**src/rtl/alu_pkg.sv**
```systemverilog
// alu_pkg
//   Shared definitions for the 4-bit ALU bitwise datapath front end.
//   - Opcode encodings for the bitwise units (OP_AND .. OP_NAND). Codes 101..111
//     are illegal.
//   - FSM state encoding used by alu_op_sequencer. It is also exported on the
//     sequencer's dbg_state port.
package alu_pkg;

   localparam int OP_W = 3;

   localparam logic [OP_W-1:0] OP_AND  = 3'b000;
   localparam logic [OP_W-1:0] OP_OR   = 3'b001;
   localparam logic [OP_W-1:0] OP_XOR  = 3'b010;
   localparam logic [OP_W-1:0] OP_NOT  = 3'b011;
   localparam logic [OP_W-1:0] OP_NAND = 3'b100;

   typedef enum logic [1:0] {
      IDLE = 2'd0,
      EXEC = 2'd1,
      DONE = 2'd2
   } state_t;

endpackage

```
**src/rtl/alu_bitwise_core.sv**
```systemverilog
// alu_bitwise_core
//   Purely combinational bitwise unit. It takes two operands and an opcode and
//   produces the result plus an illegal-opcode flag. It has no state; the
//   sequencer feeds it from its operand registers so the inputs stay stable.
// Ports
//   a, b  in   WIDTH  operands (b is unused for NOT)
//   op    in   3      opcode (alu_pkg encodings)
//   res   out  WIDTH  bitwise result (0 for an illegal opcode)
//   err   out  1      opcode is illegal
module alu_bitwise_core
   import alu_pkg::*;
#(
   parameter int WIDTH = 4
) (
   input  logic [WIDTH-1:0] a,
   input  logic [WIDTH-1:0] b,
   input  logic [OP_W-1:0]  op,
   output logic [WIDTH-1:0] res,
   output logic             err
);

   always_comb begin
      res = '0;
      err = 1'b0;
      case (op)
         OP_AND:  res = a & b;
         OP_OR:   res = a | b;
         OP_XOR:  res = a ^ b;
         OP_NOT:  res = ~a;
         OP_NAND: res = ~(a & b);
         default: err = 1'b1;  // illegal opcode: the result stays 0
      endcase
   end

endmodule

```
**src/rtl/alu_op_sequencer.sv**
```systemverilog
// alu_op_sequencer
//   Front-end sequencer for the bitwise ALU datapath.
//   It accepts a request over a valid/ready handshake and latches the operands.
//   It spends one cycle in EXEC, then registers the result and flags. It then
//   holds the result in DONE until the consumer takes it.
// Handshake rule (both sides): a transfer happens on a rising edge where valid and
//   ready are both high. A source keeps valid and its data stable until that edge.
//   in_ready is combinational from state and out_ready, so a new request can be
//   accepted on the same edge that hands off the previous result.
// Ports
//   clk, rst     clock, asynchronous active-high reset
//   in_valid     in   request valid          in_ready   out  request can be accepted
//   in_a, in_b   in   operands               in_op      in   opcode
//   out_valid    out  result valid           out_ready  in   consumer accepts result
//   out_res      out  result                 out_zero   out  out_res == 0
//   out_err      out  illegal opcode         op_count   out  completed handoffs (wraps)
//   dbg_state    out  current FSM state
module alu_op_sequencer
   import alu_pkg::*;
#(
   parameter int WIDTH = 4,
   parameter int CNT_W = 8
) (
   input  logic             clk,
   input  logic             rst,
   input  logic             in_valid,
   output logic             in_ready,
   input  logic [WIDTH-1:0] in_a,
   input  logic [WIDTH-1:0] in_b,
   input  logic [OP_W-1:0]  in_op,
   output logic             out_valid,
   input  logic             out_ready,
   output logic [WIDTH-1:0] out_res,
   output logic             out_zero,
   output logic             out_err,
   output logic [CNT_W-1:0] op_count,
   output state_t           dbg_state
);

   state_t           state_q;
   logic [WIDTH-1:0] a_q;
   logic [WIDTH-1:0] b_q;
   logic [OP_W-1:0]  op_q;
   logic [WIDTH-1:0] res_q;
   logic             zero_q;
   logic             err_q;
   logic [CNT_W-1:0] cnt_q;

   logic [WIDTH-1:0] core_res;
   logic             core_err;

   alu_bitwise_core #(.WIDTH(WIDTH)) u_core (
      .a   (a_q),
      .b   (b_q),
      .op  (op_q),
      .res (core_res),
      .err (core_err)
   );

   assign in_ready  = (state_q == IDLE) || ((state_q == DONE) && out_ready);
   assign out_valid = (state_q == DONE);
   assign out_res   = res_q;
   assign out_zero  = zero_q;
   assign out_err   = err_q;
   assign op_count  = cnt_q;
   assign dbg_state = state_q;

   always_ff @(posedge clk or posedge rst) begin
      if (rst) begin
         state_q <= IDLE;
         a_q     <= '0;
         b_q     <= '0;
         op_q    <= '0;
         res_q   <= '0;
         zero_q  <= 1'b0;
         err_q   <= 1'b0;
         cnt_q   <= '0;
      end else begin
         // The count wraps naturally. Illegal-op results are counted as well.
         if (out_valid && out_ready) begin
            cnt_q <= cnt_q + CNT_W'(1);
         end
         case (state_q)
            IDLE: begin
               if (in_valid) begin
                  a_q     <= in_a;
                  b_q     <= in_b;
                  op_q    <= in_op;
                  state_q <= EXEC;
               end
            end
            EXEC: begin
               res_q   <= core_res;
               zero_q  <= (core_res == '0);
               err_q   <= core_err;
               state_q <= DONE;
            end
            DONE: begin
               // The result registers are not touched here. The outputs stay
               // stable while the consumer stalls, and afterwards until the
               // next EXEC.
               if (out_ready) begin
                  if (in_valid) begin
                     a_q     <= in_a;
                     b_q     <= in_b;
                     op_q    <= in_op;
                     state_q <= EXEC;
                  end else begin
                     state_q <= IDLE;
                  end
               end
            end
            default: state_q <= IDLE;
         endcase
      end
   end

endmodule

```
**config.mk**
```make
export PLATFORM = sky130hd
export DESIGN_NAME = alu_op_sequencer
export DESIGN_NICKNAME = d
export VERILOG_FILES = /design/src/rtl/alu_pkg.sv /design/src/rtl/alu_bitwise_core.sv /design/src/rtl/alu_op_sequencer.sv
export SDC_FILE = /design/constraint.sdc
export NUM_CORES = 1
export LEC_CHECK = 0
export ABC_AREA = 1
export CAP_MARGIN = 20
export CORE_MARGIN = 3
export CORE_UTILIZATION = 45
export DETAILED_ROUTE_END_ITERATION = 8
export PLACE_DENSITY_LB_ADDON = 0.05
export SETUP_SLACK_MARGIN = 0.5
export SYNTH_ARGS = -nofsm -noshare
export SYNTH_HDL_FRONTEND = slang
export SYNTH_SLANG_ARGS = --single-unit
```
**constraint.sdc**
```tcl
create_clock -name clk -period 2.4 [get_ports clk]
set_clock_uncertainty 0.2 [all_clocks]
set_input_delay 0.48 -clock clk [delete_from_list [all_inputs] [get_ports clk]]
set_output_delay 0.48 -clock clk [all_outputs]
set_load 0.05 [all_outputs]
```
Yosys cells after proc, flatten, opt, wreduce, memory -nomap -nowiden:

Index checks and enable logic that the tools add are counted.

* register bits after elaboration: 27
* input bits: 15
* logic and storage cells: 46

* add/subtract/negate cells: 1
* eq/ne operators: 8
* mux-type cells: 15
* bitwise operators: 5
* reductions and logical operators: 9

Operators by type and width (number)
* $pmux 4 s5: 1
* $mux 4: 4
* $pmux 4 s2: 2
* $add 8x1->8 const B: 1
* $not 4->4: 2
* $eq 3x2->1 const B: 2
* $mux 3: 2
* $pmux 2 s3: 1
* $pmux 3 s2: 1
* $reduce_or 5->1: 1
* $and 4x4->4: 1
* $logic_not 4->1: 1
* $mux 2: 2
* $or 4x4->4: 1
* $reduce_and 2->1: 2
* $xor 4x4->4: 1
* $eq 3x1->1 const B: 1
* $eq 3x3->1 const B: 1
* $logic_not 3->1: 1
* $eq 2x1->1 const B: 1
* $eq 2x2->1 const B: 1
* $logic_not 2->1: 1
* $mux 1: 2
* $ne 2x1->1 const B: 1
* 4 further kinds: 4

Depth between registers and ports, before layout:

Gate-level depths: netlist of run 1.

* depth after elaboration: 4
* depth in mapped cells: 8

Hierarchy:

Synthesis of run 1 repeated with hierarchy kept, for this count alone.

* cell total of the unflattened synthesis: 197
* area total of the unflattened synthesis: 1493.9 µm²

By module, submodules not included
* alu_op_sequencer: instances 1, cells an instance 128, area each 1131.1 µm², sequential area each 675.6 µm²
* alu_bitwise_core: instances 1, cells an instance 69, area each 362.8 µm², sequential area each 0.0 µm²

Worst setup path before layout of run 1:

No wires, ideal clock.

* path type: register -> register
* start: reg state_q[1], in the netlist dbg_state[1]
* end: reg op_q[2]
* library setup time: 0.122 ns
* arrival: 1.660 ns
* required time: 2.078 ns
* path slack: 0.418 ns
* stages on the path, launching flop included: 7
* period minus slack after synthesis: 1.982 ns
* cell sequence: dfrtp_1 > nand3_4 > o21ai_2 > nand2_1 > inv_2 > buf_6 > o21ai_1

* word-level cells in the longest chain between the ends: 3
* elaborated cells between the ends (all ways): 6

Ends and longest elaborated chain
* from (decl): line alu_op_sequencer.sv:40 `state_t state_q;`
* from (signal assigned): line alu_op_sequencer.sv:70 `state_q <= IDLE;`
* from (signal assigned): line alu_op_sequencer.sv:89 `state_q <= EXEC;`
* from (signal assigned): line alu_op_sequencer.sv:96 `state_q <= DONE;`
* $eq 2x2->1 / $logic_not 2->1 (equally long branches): line alu_op_sequencer.sv:83 `case (state_q)`
* $ne 2x1->1 (no line) / $reduce_bool 2->1 (equally long branches)
* $reduce_and 2->1 (no line)
* to (signal assigned): line alu_op_sequencer.sv:88 `op_q <= in_op;`
* to (signal assigned): line alu_op_sequencer.sv:106 `op_q <= in_op;`
* to (decl): line alu_op_sequencer.sv:43 `logic [OP_W-1:0] op_q;`

Several ways; a longest one is shown, not always the timed one.
A chain may end at the register's enable or synchronous reset.

Worst setup path in the final report of run 1:

* start: reg state_q[0], in the netlist dbg_state[0]
* end: out in_ready

* word-level cells in the longest chain between the ends: 3
* elaborated cells between the ends (all ways): 4

Ends and longest elaborated chain
* $eq 2x2->1: line alu_op_sequencer.sv:60 `assign in_ready = (state_q == IDLE) || ((state_q == DONE) && out_ready);`
* $logic_and 1x1->1: line alu_op_sequencer.sv:60
* $logic_or 1x1->1 *: line alu_op_sequencer.sv:60
* to (decl): line alu_op_sequencer.sv:27 `output logic in_ready,`

Every way passes the cells marked *; elsewhere a longest branch is shown, timed or not.

==> impl_metrics.py, run 1 <==
metrics = {
    "floorplanning": {
        "die_x_um": 62.7,
        "die-area_mm2": 0.00394,
        "die_h_um": 62.7,
        "initial_core_util_pct": 50.0,
        "coreArea_mm2": 0.00290,
        "ios": 33,
        "std_cell_rows": 19,
    },
    "detailed_routing": {
        "first_pass_iters": 4,
        "drt-total-wl_um": 2870,
        "via_per_inst": 4.78,
        "drtIter0Drc": 64,
        "drc": 0,
        "ant_nets": 0,
        "wl_per_cell_um": 11.9,
        "via_count": 1151,
    },
    "synth": {
        "syn-cell-area_mm2": 0.00145,
        "yosys_warnings": 0,
        "yosysUniqueCellTypes": 25,
        "postSynthCellCount": 161,
        "yosys_register_bits": 27,
        "syn_avg_cell_area_um2": 9.00,
        "postSynthNetCount": 185,
        "ys_seq_area_share_pct": 46.6,
    },
    "power_and_ir_drop": {
        "power_density_mw_per_mm2": 1350,
        "leakagePower_nw": 0.911,
        "swShare_pct": 52.2,
        "p_sw_w": 0.00130,
        "p_clk_share_pct": 8.1,
        "peakVddDrop_mv": 0.607,
        "seqPwrFrac_pct": 33.4,
        "combPwrFrac_pct": 58.5,
        "p_int_w": 0.00119,
    },
    "grt": {
        "gr-total-overflow": 0,
        "grt_max_degree": 24,
        "grt_pass1_vias": 1142,
        "antenna_found_initial": 0,
        "grt_use_total_pct": 15.9,
        "grt_pass1_wl_um": 5140,
    },
    "placement": {
        "placed_area_mm2": 0.00182,
        "hpwl_um": 2180,
        "io_buffers": 32,
        "gp_congestion": 0.795,
    },
    "sta": {
        "rsz0062_at_grt": "yes",
        "worst_pin_slew_ps": 429,
        "slew_violations": 0,
        "finalCriticalPeriod_ps": 1890,
        "slew_headroom_pct": 71.4,
        "fmax_mhz": 528,
        "setup-tns-final_ps": 0,
        "final_hold_viol_count": 0,
        "period_share_pct": 79.0,
        "setup_viol": 0,
    },
    "layout": {
        "diodes": 0,
        "area_delta_synth_final_pct": 27.4,
        "ff_latch_area_um2": 677,
        "drive_above_1_share_pct": 26.6,
        "fillCellCount": 256,
        "fin_area_mm2": 0.00185,
        "multi_input_area_um2": 664,
        "nNetsFinal": 224,
    },
    "worst_setup_path": {
        "cp_data_required_time_ps": 1720,
        "crit_buf_inv": 2,
        "cp_top_family": "flip-flops",
        "crit_path_max_incr_delay_ps": 460,
        "slowest_stage": "dfrtp_1",
        "arrival_ps": 1210,
        "worstPathCellList": "inv_2, nand3_4, o21ai_4, buf_12",
        "r2r_cells": 7,
        "critPathMaxFanout": 3,
        "crit_type": "flop to output pin",
        "worst-path-stages": 4,
        "cp-start-kind": "flop",
        "critPathCaptureType": "output pin",
    },
    "clocking": {
        "cts_made_buffers": 3,
        "clk_pin_slew_ps": 150,
        "cts.sinks": 27,
        "clockBufferDepth": 2,
        "clk_latency_ps": 330,
        "root_buffer": "clkbuf_4",
        "cts.htree.levels": 1,
        "tritoncts": "done",
    },
    "worst_hold_path": {
        "hold_class": "input pin to asynchronous set/reset pin",
    },
    "job": {
        "drv_cap": 0,
    },
    "status": {
        "status": "complete, no violations",
    },
}
==> cell type report <==
type	instances	area share (%)
clock inverter	1	0.271
clock buffer	3	1.22
tap	42	2.85
inverter	25	5.08
sequential	27	36.7
multi-input combinational	107	36.0
timing repair buffer	36	17.9
==> per-layer routing <==
metal  global-route usage [%]  up-vias  wire [um]  share of wire (%)
met1                     21.2      530       1360                 47
met4                     4.96        0         38                1.3
li1                         -      581          -                  -
met5                        0        -          0                  0
met3                     3.06        5        157                5.5
met2                     26.1       35       1310                 46
==> worst paths after layout <==
check,slack (ps),end,startpoint
max,510,in_ready,dbg_state[0]
min,210,dbg_state[1],rst
max reg2reg,640,op_count[7],dbg_state[0]
min reg2reg,280,op_count[7],op_count[7]
max in group asynchronous,1200,op_q[2],rst
min in group clk,280,op_count[7],op_count[7]
==> cells by family after synthesis <==
logic type	synth area share [%]
fa+ha+maj	7.77
buf+inv	8.03
simple gates	24.3
xor+xnor	3.63
compound gates	8.90
flops	46.6
mux	0.777
==> flip-flops by register name, summed over array words and instances, names as in the netlist <==
register and cells:
out_zero 1, op_q 3, dbg_state 2, a_q 4, out_err 1, op_count 8
b_q 4, out_res 4
==> synth_stat cells (all sizes together) <==
library cell  instances  share of area (%)
buf                   2                1.6
nor2                 17                5.3
nand4                 3                1.3
xnor2                 2                1.2
dfrtp                27                 47
ha                    9                7.8
nor3                  3                1.7
mux2                  1               0.78
nor3b                 1               0.86
o21ai                16                7.9
o31ai                 1               0.52
inv                  25                6.5
xor2                  4                2.4
nand2                39                 10
o211ai                1               0.52
nand3                10                4.7
==> power groups by stage <==
stage	logic, W	registers, W	clock network, W
5_1_grt	0.00163	0.000865	0.000228
4_1_cts	0.00150	0.000833	0.000206
2_1_floorplan	0.000737	0.00117	0
3_5_place_dp	0.00151	0.000842	0
6_report	0.00146	0.000833	0.000202
3_3_place_gp	0.00148	0.000828	0
==> what timing repair did <==
item,4_1_cts,5_1_grt
buffers inserted,2,1
resized for setup,46,13
endpoints found under the setup margin,18,10
hold buffers,0,0
pin swaps,1,1
==> per-stage QoR <==
stage	setup WS (ps)	cells	total power [W]	hold WS (ps)	util [%]
2_1_floorplan	514	161	0.00191	324	-
6_report	505	241	0.00250	212	63.6
5_1_grt	440	241	0.00272	238	63.6
3_5_place_dp	227	234	0.00235	264	62.9
4_1_cts	494	240	0.00253	232	64.8
3_3_place_gp	273	234	0.00231	261	62.9
==> cell usage in the layout, fill, tap and decap left out <==
master / instances
o31ai_1: 1
clkbuf_2: 4
nor3_2: 2
buf_4: 4
buf_2: 4
nand4_1: 3
inv_1: 19
nor2_1: 14
nor2_4: 1
o211ai_1: 1
nor3_1: 1
clkbuf_4: 3
o21ai_0: 4
buf_12: 1
dfrtp_1: 26
dlygate4sd2_1: 1
nand2_2: 2
clkdlybuf4s15_2: 8
nand3_4: 1
clkdlybuf4s50_1: 13
dfrtp_2: 1
ha_1: 9
xor2_1: 4
xnor2_1: 2
o21ai_2: 8
o21ai_4: 1
nor2_2: 2
o21ai_1: 3
buf_6: 1
nand3_1: 8
inv_2: 6
nand2_1: 37
nand3_2: 1
nor3b_2: 1
mux2_2: 1
clkinv_2: 1
Power figures use the tool's default switching activity.
==> run 2, diff against run 1 <==
CORE_UTILIZATION = 44   (was 45)
clock period = 1.6 ns   (was 2.4 ns; I/O delays follow)
==> run 2 against run 1 <==
  * The run now ends with negative setup slack left
  * Sequential share of layout area is 10 points lower
  * Flip-flop and latch count stayed put
  * Count of clock-buffer cells in the layout is 1 higher
  * Power is 130% higher
  * Clock power is 57% higher
  * Register-to-register slack worse by 700 ps
  * Design area is 42% higher
  * Worst hold slack worse by 120 ps
  * Global-route usage is 4.2 points higher
==> impl_metrics.py, run 2 (synthesis results as in run 1) <==
metrics = {
    "worst_setup_path": {
        "cp_data_required_time_ps": 1080,
        "worstPathCellList": "buf_6, o21ai_4, buf_12",
        "reg2reg_to": "op_q[1]",
        "critPathCaptureType": "output pin",
        "crit_type": "flop to output pin",
        "cp-startpoint": "dbg_state[0]",
        "setup.worst_path.end": "in_ready",
        "rrSetupSlack_ps": -60,
        "r2r_cells": 8,
        "slowest_stage": "dfrtp_2",
        "critPathMaxFanout": 2,
        "rr_startpoint": "dbg_state[0]",
        "cp-start-kind": "flop",
        "arrival_ps": 1260,
        "crit_path_max_incr_delay_ps": 470,
    },
    "status": {
        "violations": "negative setup slack",
        "status": "finished, violations left",
    },
    "sta": {
        "period_share_pct": 111,
        "worst_pin_slew_ps": 330,
        "setup_ws_ps": -177,
        "final_hold_viol_count": 0,
        "rsz0062_at_grt": "yes",
        "slew_violations": 0,
        "slew_headroom_pct": 77.9,
        "setup_viol": 15,
        "fmax_mhz": 563,
        "hold_ws_ps": 92.1,
        "finalCriticalPeriod_ps": 1780,
    },
    "power_and_ir_drop": {
        "power_density_mw_per_mm2": 2160,
        "power_w": 0.00567,
        "peakVddDrop_mv": 0.929,
        "leakagePower_nw": 1.19,
    },
    "detailed_routing": {
        "wl_per_cell_um": 16.7,
        "first_pass_iters": 4,
        "via_per_inst": 5.11,
        "drc": 0,
        "drt-total-wl_um": 4540,
        "drtIter0Drc": 62,
        "ant_nets": 0,
        "via_count": 1391,
    },
    "layout": {
        "mostFrequentLayoutCell": "nand2_1",
        "utilization_pct": 84.5,
        "area_delta_synth_final_pct": 81.0,
        "diodes": 0,
        "final_cell_mix": "32 x nand2_1, 21 x buf_12, 19 x dfrtp_2, 19 x buf_4, 13 x clkdlybuf4s50_1",
        "largest_reg_flops": 8,
        "nNetsFinal": 253,
        "drive_above_1_share_pct": 59.6,
    },
    "grt": {
        "grt_pass1_wl_um": 6310,
        "grt_pass1_vias": 1366,
        "grt_max_degree": 28,
        "gr-total-overflow": 0,
        "antenna_found_initial": 0,
        "grt_use_total_pct": 20.1,
    },
    "clocking": {
        "tritoncts": "done",
        "clk_pin_slew_ps": 150,
        "clockBufferDepth": 2,
        "cts_hold_buf": 0,
        "cts.htree.levels": 1,
        "cts_made_buffers": 3,
        "clk_latency_ps": 340,
        "cts.sinks": 27,
        "root_buffer": "clkbuf_4",
    },
    "floorplanning": {
        "die-area_mm2": 0.00402,
        "die_h_um": 63.4,
        "initial_core_util_pct": 46.7,
        "ios": 33,
        "coreArea_mm2": 0.00310,
        "std_cell_rows": 20,
        "die_x_um": 63.4,
    },
    "placement": {
        "io_buffers": 32,
        "hpwl_um": 2400,
        "gp_congestion": 0.853,
    },
    "job": {
        "drv_cap": 0,
    },
    "worst_hold_path": {
        "hold_class": "input pin to asynchronous set/reset pin",
    },
}
run 2: cell types whose count changed in the layout (fill, tap and decap cells not counted), moves of 8 or more:
| cell | previous run | this run |
|---|---|---|
| clkdlybuf4s15_2 | 8 | 0 |
| inv_1 | 19 | 10 |
| buf_4 | 4 | 19 |
| dfrtp_1 | 26 | 8 |
| buf_12 | 1 | 21 |
| buf_6 | 1 | 9 |
| dfrtp_2 | 1 | 19 |
run 2: cell type report:
| type | count | area, um^2 |
|---|---|---|
| Multi-Input combinational cell | 107 | 873 |
| Timing Repair Buffer | 65 | 856 |
| Sequential cell | 27 | 699 |
| Fill cell | 160 | 480 |
| Inverter | 25 | 113 |
| Tap cell | 44 | 55.1 |
| Clock buffer | 4 | 26.3 |
run 2: timing repair:
action / 4_1_cts / 5_1_grt
endpoints found under the setup margin: 45 / 45
gates cloned: 1 / 1
resized for setup: 31 / 36
pin swaps: 12 / 13
setup buffers: 19 / 4
run 2: worst max-delay path, delay by kind of cell (launching register included):
kind                   cells  cell delay, ps
buffers and inverters      2             290
AO/OA/AOI/OAI              1             160
flip-flops                 1             470
run 2: where the power goes:
part / total (W) / switching (W) / internal (W)
sequential: 0.00144 / 0.000427 / 0.00101
combinational: 0.00392 / 0.00207 / 0.00185
clock: 0.000317 / 0.000219 / 0.0000982
run 2: stage by stage:
step / setup slack [ps] / area, um^2 / TNS (ps) / instances
floorplan: -119 / 1490 / -1160 / 161
global placement: -231 / 2120 / -3410 / 243
detailed placement: -280 / 2120 / -4000 / 243
CTS: -145 / 2420 / -433 / 267
global route: -230 / 2620 / -1890 / 272
finish: -177 / 2620 / -833 / 272
run 2: worst min path at each step:
| stage | cells past startpoint | slack (ps) | end |
|---|---|---|---|
| finish | 3 | 90 | dbg_state[1] |
| global route | 3 | 100 | out_res[2] |
| floorplan | 1 | 170 | a_q[0] |
| detailed placement | 1 | 300 | op_count[7] |
| CTS | 3 | 120 | op_count[0] |
| global placement | 1 | 300 | op_count[7] |
run 2: routing by layer:
metal  routed length, um  share of wire (%)  track usage, %
met1                1640                 36            25.2
met3                 275                6.1            3.57
met4                  95                2.1            5.93
met5                   0                  0               0
met2                2530                 56            35.2
